--- config.mk ---
export PLATFORM = sky130hd
export DESIGN_NAME = triangle_sweep_controller
export DESIGN_NICKNAME = d
export VERILOG_FILES = /design/src/rtl/triangle_sweep_controller.sv
export SDC_FILE = /design/constraint.sdc
export NUM_CORES = 1
export LEC_CHECK = 0
export BUFFER_PORTS_ARGS = -buffer_cell sky130_fd_sc_hd__buf_2
export CORE_MARGIN = 10
export CORE_UTILIZATION = 57
export CTS_BUF_LIST = sky130_fd_sc_hd__clkbuf_16
export DETAILED_ROUTE_END_ITERATION = 8
export GPL_TIMING_DRIVEN = 0
export PLACE_DENSITY = 0.8
export SETUP_SLACK_MARGIN = 0.05
export SLEW_MARGIN = 15
export SYNTH_ARGS = -nofsm -noshare
export SYNTH_HDL_FRONTEND = slang
export SYNTH_SLANG_ARGS = --single-unit
--- constraint.sdc ---
create_clock -name clk -period 2.41 [get_ports clk]
set_input_delay 0.1205 -clock clk [delete_from_list [all_inputs] [get_ports clk]]
set_output_delay 0.1205 -clock clk [all_outputs]
set_load 0.005 [all_outputs]
--- src/rtl/triangle_sweep_controller.sv ---
// Sequencer for one triangle generator: prescaled enable strobe, clean restart per sweep,
// period counting, one-shot or free-running. Optional pause input under TRI_SWEEP_PAUSE_EN.
module triangle_sweep_controller #(
    parameter int N          = 8,
    parameter int PRESCALE_W = 16,
    parameter int CYCLE_W    = 8
) (
    input  logic                  clk,
    input  logic                  rst,
    input  logic                  start,
    input  logic                  stop,
`ifdef TRI_SWEEP_PAUSE_EN
    input  logic                  pause,
`endif
    input  logic                  continuous,
    input  logic [PRESCALE_W-1:0] prescale,
    input  logic [CYCLE_W-1:0]    num_cycles,
    input  logic [N-1:0]          tri_value,
    output logic                  tri_ena,
    output logic                  tri_rst,
    output logic                  busy,
    output logic                  done,
    output logic [CYCLE_W-1:0]    cycles_done
);

    typedef enum logic [1:0] {
        ST_IDLE   = 2'd0,
        ST_CLEAR  = 2'd1,
        ST_RUN    = 2'd2,
        ST_FINISH = 2'd3
    } state_t;

    localparam logic [N-1:0]          TRI_MAX    = {N{1'b1}};
    localparam logic [N-1:0]          TRI_ZERO   = {N{1'b0}};
    localparam logic [N-1:0]          TRI_ONE    = {{(N-1){1'b0}}, 1'b1};
    localparam logic [PRESCALE_W-1:0] PRESC_ZERO = {PRESCALE_W{1'b0}};
    localparam logic [PRESCALE_W-1:0] PRESC_ONE  = {{(PRESCALE_W-1){1'b0}}, 1'b1};
    localparam logic [CYCLE_W-1:0]    CYC_ZERO   = {CYCLE_W{1'b0}};
    localparam logic [CYCLE_W-1:0]    CYC_ONE    = {{(CYCLE_W-1){1'b0}}, 1'b1};

    state_t                  r_state;
    logic [PRESCALE_W-1:0]   r_presc;
    logic                    r_dir_down;
    logic                    r_continuous;
    logic [PRESCALE_W-1:0]   r_prescale;
    logic [CYCLE_W-1:0]      r_num_cycles;
    logic                    r_tri_ena;
    logic                    r_tri_rst;
    logic                    r_busy;
    logic                    r_done;
    logic [CYCLE_W-1:0]      r_cycles_done;

    state_t                  w_state;
    logic [PRESCALE_W-1:0]   w_presc;
    logic                    w_dir_down;
    logic                    w_continuous;
    logic [PRESCALE_W-1:0]   w_prescale;
    logic [CYCLE_W-1:0]      w_num_cycles;
    logic                    w_tri_ena;
    logic                    w_tri_rst;
    logic                    w_busy;
    logic                    w_done;
    logic [CYCLE_W-1:0]      w_cycles_done;
    logic [CYCLE_W-1:0]      w_cycles_inc;
    logic                    w_period_end;
    logic                    w_pause;

`ifdef TRI_SWEEP_PAUSE_EN
    assign w_pause = pause;
`else
    assign w_pause = 1'b0;
`endif

    // A period closes when the strobe visible this cycle steps the generator from 1 down to 0.
    assign w_period_end = r_tri_ena && r_dir_down && (tri_value == TRI_ONE);
    assign w_cycles_inc = r_cycles_done + CYC_ONE;

    // Next-state and next-output logic for the sweep sequencer.
    always_comb begin
        w_state       = r_state;
        w_presc       = r_presc;
        w_dir_down    = r_dir_down;
        w_continuous  = r_continuous;
        w_prescale    = r_prescale;
        w_num_cycles  = r_num_cycles;
        w_tri_ena     = 1'b0;
        w_tri_rst     = 1'b0;
        w_busy        = r_busy;
        w_done        = 1'b0;
        w_cycles_done = r_cycles_done;

        case (r_state)
            ST_IDLE: begin
                w_busy = 1'b0;
                if (start && !stop) begin
                    w_continuous  = continuous;
                    w_prescale    = prescale;
                    w_num_cycles  = num_cycles;
                    w_cycles_done = CYC_ZERO;
                    w_tri_rst     = 1'b1;
                    w_busy        = 1'b1;
                    w_state       = ST_CLEAR;
                end else begin
                    w_state = ST_IDLE;
                end
            end

            ST_CLEAR: begin
                // The CLEAR cycle already counts as prescaler slot 0, so the first strobe
                // lands prescale cycles after RUN is entered.
                w_dir_down = 1'b0;
                w_presc    = PRESC_ZERO;
                if (stop) begin
                    w_state = ST_IDLE;
                    w_busy  = 1'b0;
                end else if (!r_continuous && (r_num_cycles == CYC_ZERO)) begin
                    w_state = ST_FINISH;
                    w_done  = 1'b1;
                    w_busy  = 1'b0;
                end else begin
                    w_state = ST_RUN;
                    w_busy  = 1'b1;
                    if (r_prescale == PRESC_ZERO) begin
                        w_tri_ena = 1'b1;
                    end else begin
                        w_presc = PRESC_ONE;
                    end
                end
            end

            ST_RUN: begin
                if (stop) begin
                    w_state = ST_IDLE;
                    w_busy  = 1'b0;
                end else begin
                    if (r_tri_ena) begin
                        if (tri_value == TRI_MAX) begin
                            w_dir_down = 1'b1;
                        end else if (tri_value == TRI_ZERO) begin
                            w_dir_down = 1'b0;
                        end else begin
                            w_dir_down = r_dir_down;
                        end
                    end else begin
                        w_dir_down = r_dir_down;
                    end

                    if (w_period_end) begin
                        w_cycles_done = w_cycles_inc;
                        if (!r_continuous && (w_cycles_inc == r_num_cycles)) begin
                            w_state = ST_FINISH;
                            w_done  = 1'b1;
                            w_busy  = 1'b0;
                        end else begin
                            w_state = ST_RUN;
                        end
                    end else begin
                        w_state = ST_RUN;
                    end

                    if (w_state != ST_RUN) begin
                        w_presc = PRESC_ZERO;
                    end else if (w_pause) begin
                        w_presc = r_presc;
                    end else if (r_presc == r_prescale) begin
                        w_tri_ena = 1'b1;
                        w_presc   = PRESC_ZERO;
                    end else begin
                        w_presc = r_presc + PRESC_ONE;
                    end
                end
            end

            ST_FINISH: begin
                w_state = ST_IDLE;
                w_busy  = 1'b0;
            end

            default: begin
                w_state = ST_IDLE;
                w_busy  = 1'b0;
            end
        endcase
    end

    // State and registered-output update.
    always_ff @(posedge clk or posedge rst) begin
        if (rst) begin
            r_state       <= ST_IDLE;
            r_presc       <= PRESC_ZERO;
            r_dir_down    <= 1'b0;
            r_continuous  <= 1'b0;
            r_prescale    <= PRESC_ZERO;
            r_num_cycles  <= CYC_ZERO;
            r_tri_ena     <= 1'b0;
            r_tri_rst     <= 1'b1;
            r_busy        <= 1'b0;
            r_done        <= 1'b0;
            r_cycles_done <= CYC_ZERO;
        end else begin
            r_state       <= w_state;
            r_presc       <= w_presc;
            r_dir_down    <= w_dir_down;
            r_continuous  <= w_continuous;
            r_prescale    <= w_prescale;
            r_num_cycles  <= w_num_cycles;
            r_tri_ena     <= w_tri_ena;
            r_tri_rst     <= w_tri_rst;
            r_busy        <= w_busy;
            r_done        <= w_done;
            r_cycles_done <= w_cycles_done;
        end
    end

    assign tri_ena     = r_tri_ena;
    assign tri_rst     = r_tri_rst;
    assign busy        = r_busy;
    assign done        = r_done;
    assign cycles_done = r_cycles_done;

endmodule

==> metrics.md, run 1 <==
| Metric | Value |
|---|---|
| Mapped Area | `3320 um2` |
| Final setup viols | `0` |
| Clk Latency, worst-skew pair | `0.29 ns` |
| Clock Root Buffer | `clkbuf_16` |
| Synthesis warning total | `0` |
| First-pass GRT wire length | `13.7 mm` |
| Share of layout cells above drive strength 1 | `22.8%` |
| Core area | `5570 um2` |
| Hold slack | `0.0123 ns` |
| Antenna Nets Post-Route | `0` |
| Fmax | `0.426 GHz` |
| Worst r2r src | `r_state[0]` |
| Number of synthesized flops with an enable pin | `0` |
| IO buf count | `48` |
| Worst relative slew slack | `57.4%` |
| Fin Clk Skew | `0.00555 ns` |
| # DRC | `0` |
| Syn nets | `426` |
| Synthesized area per cell | `8.65 um2` |
| I/O pin count | `49` |
| Starting DRT DRC Count | `367` |
| Reg2Reg Depth | `8` |
| Drt wl/cell | `15.9 um` |
| H-tree levels | `2` |
| Post-synthesis async set-or-reset flop share | `100%` |
| Crit share post-route | `97.4%` |
| FP Rows | `27` |
| Setup TNS | `0 ns` |
| GP Congestion | `0.909` |
| Worst IR Drop VDD | `0.469 mV` |
| Critical Path Start | `r_state[0]` |
| # nets final | `493` |
| Count of cell types in the netlist | `49` |
| CP arrival | `2.54 ns` |
| RR Endpoint | `r_presc[6]` |
| Initial antenna violation count | `0` |
| Minimum clock period | `2.35 ns` |
| Hold depth | `3` |
| Pleak | `0.00173 uW` |
| RSZ-0062 raised after global routing | `false` |
| CTS tree | `yes` |
| Die height | `96.3 um` |
| Status | `complete, no violations` |
| Final setup margin | `0.0619 ns` |
| Clock Path Buffers | `2` |
| Mean number of vias per cell | `5.87` |
| Initial Utilization | `59.6%` |
| Area Overhead vs Synth | `19.0%` |
| Die ar. | `9280 um2` |
| Kind of critical path | `reg -> reg` |
| Worst hold path class | `in -> reg` |
| Flops & latches, synth | `56` |
| Pin count of the biggest net entering global routing | `31` |
| Detailed Place HPWL | `6.09 mm` |
| CP Capture Point | `r_presc[6]` |
| Startpoint Class | `register` |
| Top FF cell, synth | `dfrtp_1` |
| Clock net sink count | `56` |
| Final hold violations | `0` |
| CP Capture Type | `register` |
| Num CTS Buffers | `5` |
| Clk pin slew, worst setup/hold paths | `0.07 ns` |
| Die width | `96.3 um` |
| Max-slew violation count | `0` |
| Tightest Pin Transition | `0.639 ns` |
| Crit Path Max Fanout | `10` |
| Worst EP required | `2.60 ns` |
| Cell Pwr Density | `585 nW/um2` |
| Reg2reg setup slack | `0.06 ns` |
| Pre-Repair DR Iteration Count | `5` |
| Max cap viols | `0` |
| GRT Total Usage | `18.3%` |
| Drt total wl | `8.35 mm` |
| Vias in the first global route | `3008` |
| Cells after Synth | `384` |
| Sequential area share after synthesis | `42.2%` |
| ANT cells | `0` |
| Pre-CTS setup slack | `0.0241 ns` |
| Gr ovfl total | `0` |
| Vias | `3077` |
## worst max-delay path, stage by stage (launching register included)
cell,delay [ns]
dfrtp_1,0.35
inv_1,0.06
ha_1,0.22
inv_1,0.21
nor2_1,0.13
a21oi_1,0.52
clkbuf_1,0.44
nand2_1,0.15
o211ai_1,0.16
## repair_timing
item	4_1_cts	5_1_grt
resized for setup	2	9
cloned	0	0
pin swaps	0	6
hold buffers	1	0
hold endpoints to repair	26	0
setup endpoints to repair	9	38
buffers inserted	0	10
## flip-flops by register name, summed over array words and instances (netlist names)
signal / flops
tri_rst: 1
r_num_cycles: 8
r_dir_down: 1
done: 1
busy: 1
r_presc: 16
r_prescale: 16
tri_ena: 1
r_state: 2
r_continuous: 1
cycles_done: 8
## through the flow
stage	std cells	util, %	cell area (um2)	total power (uW)
floorplan	384	-	3320	1360
global placement	504	65.5	3650	1460
detailed placement	505	65.9	3670	1480
CTS	514	69.2	3860	2310
global route	524	70.9	3950	2430
finish	524	70.9	3950	2310
## Yosys cell counts (2+ instances only)
| library cell | n | share of area, % |
|---|---|---|
| nand2_1 | 126 | 14 |
| dfrtp_1 | 55 | 41 |
| xnor2_1 | 24 | 6.3 |
| nor2_1 | 16 | 1.8 |
| o21ai_0 | 15 | 2.3 |
| nand3_1 | 12 | 1.8 |
| nand4_1 | 12 | 2.3 |
| clkbuf_1 | 11 | 1.2 |
| nor4_1 | 10 | 1.9 |
| o211ai_1 | 10 | 2.3 |
| inv_1 | 9 | 1.0 |
| and3_1 | 6 | 1.1 |
| nand2b_1 | 6 | 1.1 |
| nor3_1 | 6 | 0.90 |
| o211ai_2 | 6 | 2.3 |
| o31ai_1 | 6 | 1.4 |
| ha_1 | 5 | 1.9 |
| o21ai_2 | 4 | 1.1 |
| a21oi_1 | 3 | 0.45 |
| mux2i_1 | 3 | 0.90 |
| nor4_4 | 3 | 1.9 |
| xor2_1 | 3 | 0.79 |
| and2_1 | 2 | 0.38 |
| buf_2 | 2 | 0.30 |
| nand3b_1 | 2 | 0.45 |
| o22ai_1 | 2 | 0.38 |
| or2_2 | 2 | 0.38 |
| or3_1 | 2 | 0.38 |
## cell usage in the layout (no fill, tap or decap), drive strengths merged, types with 7 or more instances in the layout
master  Yosys  final
o211ai     16     16
inv         9      9
o31ai       7      7
o21ai      20     20
xnor2      24     24
clkbuf     11     16
nor4       13     13
nand4      12     12
dfrtp      55     55
nor3        7      7
nand3      13     13
nand2     126    126
buf         3     62
nor2       16     16
## metal layers
| metal | vias to the layer above | wire length [um] | track usage [%] |
|---|---|---|---|
| li1 | 1465 | - | - |
| met1 | 1447 | 3670 | 24.2 |
| met2 | 140 | 3800 | 28.1 |
| met3 | 25 | 691 | 5.06 |
| met4 | 0 | 189 | 6.30 |
| met5 | - | 0 | 0 |
## area by class of cell
type	count	area, um2
Tap cell	72	90.1
Multi-Input combinational cell	304	1840
Inverter	10	37.5
Buffer	14	70.1
Clock buffer	5	125
Timing Repair Buffer	60	345
Clock inverter	3	42.5
Sequential cell	56	1400
Fill cell	431	1620
## worst min path at each step
stage	from	to	slack [ns]
6_report	prescale[2]	r_prescale[2]	0.01
5_1_grt	prescale[14]	r_prescale[14]	0.02
4_1_cts	prescale[2]	r_prescale[2]	0.01
3_5_place_dp	rst	r_prescale[9]	0.22
3_3_place_gp	num_cycles[1]	r_num_cycles[1]	0.31
2_1_floorplan	continuous	r_continuous	0.23
## where the power goes
part           total [uW]  internal [uW]  switching [uW]
logic                 375            157             217
clock network         824            489             335
registers            1110           1020            93.5
## kinds of logic after synthesis
kind of cell	count (synthesis)	share of synthesized area, %
and+or+nand+nor	210	30.1
AOI/OAI and AO/OA	58	14.3
DFF	56	42.2
xor gates and xnor gates	27	7.12
buffers and inverters	24	3.13
adders and majority gates	5	1.88
muxes	4	1.24
Power figures use the tool's default switching activity.
==> inputs of run 2 (changes only) <==
--- a/config.mk
+++ b/config.mk
@@ -6,7 +6,7 @@
 export NUM_CORES = 1
 export LEC_CHECK = 0
 export BUFFER_PORTS_ARGS = -buffer_cell sky130_fd_sc_hd__buf_2
-export CORE_MARGIN = 10
+export CORE_MARGIN = 2
 export CORE_UTILIZATION = 57
 export CTS_BUF_LIST = sky130_fd_sc_hd__clkbuf_16
 export DETAILED_ROUTE_END_ITERATION = 8
==> run 2 against run 1 <==
Against the previous run:
- cell count grew 0.38%
- sequential share of layout area shrank 0.19 points
- highest routed layer unchanged
- die area decreased by 30%
- worst setup slack better by 0.087 ns
- register-to-register slack better by 0.09 ns
- total power is 0.40% higher
==> metrics.md, run 2 (synthesis results as in run 1) <==
| Metric | Value |
|---|---|
| Status | `complete, no violations` |
| CP Capture Point | `busy` |
| Clk Latency, worst-skew pair | `0.29 ns (about the same)` |
| Crit-path cells | `ha_2 -> and3_1 -> nand3_2 -> nor3_4 -> o2111ai_4 -> o21ai_2 -> mux2_2` |
| Clock Root Buffer | `clkbuf_16` |
| Area Overhead vs Synth | `19.7%` |
| Max cap viols | `0 (unchanged)` |
| Critical Path Start | `cycles_done[0]` |
| Detailed Place HPWL | `5.73 mm (-6.0%)` |
| CP peak stage delay | `0.44 ns (-0.08 ns)` |
| Crit Path Max Fanout | `7 (-3)` |
| Die ar. | `6450 um2 (-30%)` |
| CP arrival | `2.45 ns (-0.09 ns)` |
| GP Congestion | `0.893 (-1.7%)` |
| RSZ-0062 raised after global routing | `true` |
| Worst EP required | `2.59 ns (about the same)` |
| Worst IR Drop VDD | `0.430 mV (-8.3%)` |
| Final hold violations | `0 (unchanged)` |
| Worst relative slew slack | `56.4% (-1.1 points)` |
| Initial antenna violation count | `0 (unchanged)` |
| Fmax | `0.442 GHz (+3.8%)` |
| Pin count of the biggest net entering global routing | `31 (unchanged)` |
| Critical path depth in cells | `7 (-1)` |
| CTS tree | `yes` |
| Starting DRT DRC Count | `322 (-12%)` |
| I/O pin count | `49 (unchanged)` |
| Commonest non-fill, non-tap cells in the layout | `126 x nand2_1, 53 x dfrtp_1, 50 x buf_2` |
| Core area | `5570 um2 (unchanged)` |
| Clk pin slew, worst setup/hold paths | `0.07 ns (about the same)` |
| Worst hold path class | `in -> reg` |
| Reg2reg setup slack | `0.15 ns (+0.09 ns)` |
| Initial Utilization | `59.6% (unchanged)` |
| Startpoint Class | `register` |
| H-tree levels | `2 (unchanged)` |
| # nets final | `495 (+0.41%)` |
| CP max stage cell | `dfrtp_2` |
| Num CTS Buffers | `5 (unchanged)` |
| Pre-CTS setup slack | `-0.0115 ns (-0.0356 ns)` |
| Mean number of vias per cell | `5.70 (-2.9%)` |
| Vias | `2998 (-2.6%)` |
| Clock net sink count | `56 (unchanged)` |
| Die height | `80.3 um (-17%)` |
| FP Rows | `27 (unchanged)` |
| GRT Total Usage | `26.0% (+7.7 points)` |
| # fillers | `416 (-3.5%)` |
| Commonest non-fill, non-tap cell in the layout | `nand2_1` |
| Max-slew violation count | `0 (unchanged)` |
| ANT cells | `0 (unchanged)` |
| Kind of critical path | `reg -> reg` |
| Pleak | `0.00175 uW (+0.83%)` |
| RR Endpoint | `busy` |
| Gr ovfl total | `0 (unchanged)` |
| Antenna Nets Post-Route | `0 (unchanged)` |
| Final setup margin | `0.148 ns (+0.0865 ns)` |
| Top flop regs | `r_presc x16, r_prescale x16` |
| Crit share post-route | `93.8% (-3.6 points)` |
| Drt total wl | `7.89 mm (-5.5%)` |
| Clock Path Buffers | `2 (unchanged)` |
| Reg2Reg Depth | `7 (-1)` |
| Vias in the first global route | `2864 (-4.8%)` |
| Cell Pwr Density | `583 nW/um2 (-0.23%)` |
| Pre-Repair DR Iteration Count | `4 (-1)` |
| Hold slack | `0.0157 ns (+0.00339 ns)` |
| CP delay by family, top | `simple AND/OR/NAND/NOR gates` |
| IO buf count | `48 (unchanged)` |
| Drt wl/cell | `15.0 um (-5.9%)` |
| Final setup viols | `0 (unchanged)` |
| Die width | `80.3 um (-17%)` |
| CP bufs+invs | `0 (-3)` |
| Worst r2r src | `cycles_done[0]` |
| Tightest Pin Transition | `0.654 ns (+0.0150 ns)` |
| Minimum clock period | `2.26 ns (-0.0865 ns)` |
| First-pass GRT wire length | `13.2 mm (-3.9%)` |
| CP Capture Type | `register` |
| Fin Clk Skew | `0.00602 ns (+0.000468 ns)` |
| # DRC | `0 (unchanged)` |
| Share of layout cells above drive strength 1 | `23.3% (+0.56 points)` |
-- run 2: final cells by class --
| type | count | area (um2) | share of cell area, % |
|---|---|---|---|
| sequential | 56 | 1410 | 35.3 |
| clock buffer | 5 | 125 | 3.15 |
| tap | 72 | 90.1 | 2.27 |
| inverter | 10 | 37.5 | 0.944 |
| timing repair buffer | 62 | 360 | 9.07 |
| multi-input combinational | 304 | 1840 | 46.3 |
| buffer | 14 | 68.8 | 1.73 |
| clock inverter | 3 | 47.5 | 1.20 |
-- run 2: worst min-delay path: cells and delay by family --
| kind | cells | cell delay (ns) |
|---|---|---|
| AND/OR/NAND/NOR | 2 | 0.08 |
| buffers and inverters | 1 | 0.07 |
-- run 2: power breakdown --
part / internal [uW] / switching [uW] / total (uW)
logic: 157 / 213 / 370
clock network: 494 / 342 / 837
registers: 1020 / 94.5 / 1110
total: 1670 / 650 / 2320
-- run 2: how the worst min path moves through the flow --
stage	cells past startpoint	end	from
after floorplan	2	r_continuous	continuous
after CTS	3	r_prescale[7]	prescale[7]
after detailed placement	2	r_prescale[13]	rst
final	3	r_num_cycles[5]	num_cycles[5]
after global placement	3	r_prescale[6]	prescale[6]
after global routing	3	r_prescale[11]	prescale[11]
-- run 2: what timing repair did --
| action | in CTS | in global routing |
|---|---|---|
| resized for setup | 2 | 9 |
| hold buffers | 1 | 0 |
| buffers inserted | 0 | 12 |
| pin swaps | 0 | 7 |
| setup endpoints to repair | 12 | 41 |
| hold endpoints to repair | 29 | 0 |
-- run 2: metrics by stage --
stage	std cells	instance area [um2]	power [uW]	utilization [%]	setup TNS [ns]
6_report	526	3980	2320	71.3	0
5_1_grt	526	3980	2440	71.3	0
4_1_cts	514	3860	2320	69.3	0
3_5_place_dp	505	3670	1490	65.9	-0.0116
3_3_place_gp	504	3650	1460	65.5	0
2_1_floorplan	384	3320	1360	-	0
-- run 2: metal layers --
metal  up-vias  global-route usage, %  wire length (um)  share of wire (%)
met1      1419                   37.7              3700                 47
li1       1467                      -                 -                  -
met4         0                   7.29               140                1.8
met3        14                   3.37               359                4.5
met2        98                   41.1              3690                 47
met5         -                      0                 0                  0
==> inputs of run 3 (changes only) <==
--- a/config.mk
+++ b/config.mk
@@ -12,6 +12,7 @@
 export DETAILED_ROUTE_END_ITERATION = 8
 export GPL_TIMING_DRIVEN = 0
 export PLACE_DENSITY = 0.8
+export REMOVE_ABC_BUFFERS = 1
 export SETUP_SLACK_MARGIN = 0.05
 export SLEW_MARGIN = 15
 export SYNTH_ARGS = -nofsm -noshare
==> run 3 against run 2 <==
Against the previous run:
- fmax shrank 2.9%
- total power shrank 4.1%
- largest power group unchanged
- critical endpoint unchanged
- register-to-register slack worse by 0.07 ns
==> metrics.md, run 3 (synthesis results as in run 1) <==
| Metric | Value |
|---|---|
| Status | `complete, no violations` |
| Inst Count DP | `491 (-2.8%)` |
| Cell Pwr Density | `568 nW/um2 (-2.7%)` |
| Crit share post-route | `96.6% (+2.8 points)` |
| Share of layout cells above drive strength 1 | `23.7% (+0.40 points)` |
| CP arrival | `2.51 ns (+0.06 ns)` |
| # DRC | `0 (unchanged)` |
| CP bufs+invs | `0 (unchanged)` |
| Max cap viols | `0 (unchanged)` |
| Kind of critical path | `reg -> reg` |
| Vias | `2990 (-0.27%)` |
| Initial Utilization | `59.6% (unchanged)` |
| Area of the multi-input gates | `1880 um2 (+2.0%)` |
| Mean number of vias per cell | `5.86 (+2.9%)` |
| Commonest non-fill, non-tap cell in the layout | `nand2_1` |
| Drt wl/cell | `15.8 um (+5.2%)` |
| Drt total wl | `8.05 mm (+2.0%)` |
| CTS tree | `yes` |
| CP max stage cell | `dfrtp_2` |
| Reg2reg setup slack | `0.08 ns (-0.07 ns)` |
| Final Non-Filler Cells | `510 (-3.0%)` |
| Final setup viols | `0 (unchanged)` |
| Fmax | `0.429 GHz (-2.9%)` |
| Clock Root Buffer | `clkbuf_16` |
| H-tree levels | `2 (unchanged)` |
| Worst IR Drop VDD | `0.462 mV (+7.6%)` |
| Die width | `80.3 um (unchanged)` |
| Initial antenna violation count | `0 (unchanged)` |
| Placed cell area | `3600 um2 (-1.8%)` |
| Pre-Repair DR Iteration Count | `5 (+1)` |
| GRT Total Usage | `26.9% (+0.94 points)` |
| Clk pin slew, worst setup/hold paths | `0.07 ns (about the same)` |
| CP peak stage delay | `0.45 ns (about the same)` |
| Pin count of the biggest net entering global routing | `35 (+13%)` |
| Core area | `5570 um2 (unchanged)` |
| ANT cells | `0 (unchanged)` |
| Crit-path cells | `ha_2 -> and3_2 -> mux2i_1 -> o22ai_2 -> o2111ai_4 -> o21ai_2 -> mux2_2` |
| CP delay by family, top | `compound AO/OA/AOI/OAI gates` |
| Crit Path Max Fanout | `6 (-1)` |
| Worst relative slew slack | `50.2% (-6.2 points)` |
| Antenna Nets Post-Route | `0 (unchanged)` |
| I/O pin count | `49 (unchanged)` |
| Reg2Reg Depth | `7 (unchanged)` |
| GP Congestion | `0.841 (-5.9%)` |
| Max-slew violation count | `0 (unchanged)` |
| Critical path depth in cells | `7 (unchanged)` |
| Design area | `3920 um2 (-1.5%)` |
| Hold depth | `3 (unchanged)` |
| Register area | `1410 um2 (unchanged)` |
| Die ar. | `6450 um2 (unchanged)` |
| Area Overhead vs Synth | `17.9%` |
| Top flop regs | `r_presc x16, r_prescale x16` |
| Fin Clk Skew | `0.00483 ns (-0.00119 ns)` |
| Clock Path Buffers | `2 (unchanged)` |
| IO buf count | `48 (unchanged)` |
| Worst hold start | `num_cycles[4]` |
| Worst r2r src | `cycles_done[0]` |
| Tightest Pin Transition | `0.748 ns (+0.0938 ns)` |
| # nets final | `479 (-3.2%)` |
| Worst EP required | `2.59 ns (about the same)` |
| Worst hold path class | `in -> reg` |
| Clock net sink count | `56 (unchanged)` |
| Num CTS Buffers | `5 (unchanged)` |
| Starting DRT DRC Count | `351 (+9.0%)` |
| RSZ-0062 raised after global routing | `false` |
| Pleak | `0.00169 uW (-3.4%)` |
| # fillers | `434 (+4.3%)` |
| Final hold violations | `0 (unchanged)` |
| FP Rows | `27 (unchanged)` |
| Die height | `80.3 um (unchanged)` |
| Detailed Place HPWL | `5.38 mm (-6.1%)` |
| Commonest non-fill, non-tap cells in the layout | `126 x nand2_1, 53 x dfrtp_1, 48 x buf_2` |
| CP Capture Type | `register` |
| Gr ovfl total | `0 (unchanged)` |
| RR Endpoint | `busy` |
| Minimum clock period | `2.33 ns (+0.0669 ns)` |
| Startpoint Class | `register` |
| Critical Path Start | `cycles_done[0]` |
| Vias in the first global route | `2815 (-1.7%)` |
| Hold slack | `0.0113 ns (-0.00439 ns)` |
| Worst Hold Endpoint | `r_num_cycles[4]` |
| First-pass GRT wire length | `13.6 mm (+2.8%)` |
| Clk Latency, worst-skew pair | `0.29 ns (about the same)` |
## run 3: cell types whose count changed in the layout (fill, tap and decap cells not counted), moves of 2 or more
cell	change
clkbuf_1	-9
clkinvlp_4	+2
buf_4	-4
buf_2	-2
clkbuf_2	-2
## run 3: cell type report
cell class / instances / share of cell area (%)
Sequential cell: 56 / 35.9
Multi-Input combinational cell: 305 / 48.0
Inverter: 10 / 1.09
Clock buffer: 5 / 3.20
Tap cell: 72 / 2.30
Timing Repair Buffer: 59 / 8.95
Clock inverter: 3 / 0.607
## run 3: per-layer routing
layer  vias up  wire length [um]  GRT usage, %
li1       1438                 -             -
met1      1438              3710          39.2
met2       105              3830          41.8
met3         9               416          4.83
met4         0               100          6.78
met5         -                 0             0
## run 3: worst max path at each step
stage,slack (ns),endpoint
3_3_place_gp,-0.73,r_state[0]
2_1_floorplan,-0.008,r_state[0]
6_report,0.08,busy
4_1_cts,0.04,busy
5_1_grt,0.04,busy
3_5_place_dp,-0.72,r_state[0]
## run 3: power breakdown
part,internal (uW),switching [uW],leakage [uW],total (uW)
sequential,1020,96.2,0.000732,1110
clock,388,349,0.0000660,737
combinational,154,219,0.000890,373
## run 3: per-stage QoR
stage | power, uW | TNS [ns] | util, % | setup WS [ns]
floorplan | 1360 | -0.00796 | - | -0.00796
global route | 2320 | 0 | 70.2 | 0.0437
CTS | 2210 | 0 | 69.3 | 0.0390
finish | 2220 | 0 | 70.2 | 0.0815
global placement | 1460 | -15.53 | 64.3 | -0.733
detailed placement | 1480 | -16.38 | 64.7 | -0.722
## run 3: repair_timing
item / 4_1_cts / 5_1_grt
resized for setup: 8 / 8
pin swaps: 4 / 3
setup buffers: 6 / 3
gates cloned: 1 / 0
hold endpoints to repair: 21 / 0
setup endpoints to repair: 51 / 28
hold buffers: 1 / 0
## run 3: worst register-to-register path, cell delays in order (launching register included)
cell	delay (ns)
dfrtp_2	0.45
ha_2	0.23
and3_2	0.25
mux2i_1	0.14
o22ai_2	0.30
o2111ai_4	0.23
o21ai_2	0.26
mux2_2	0.35
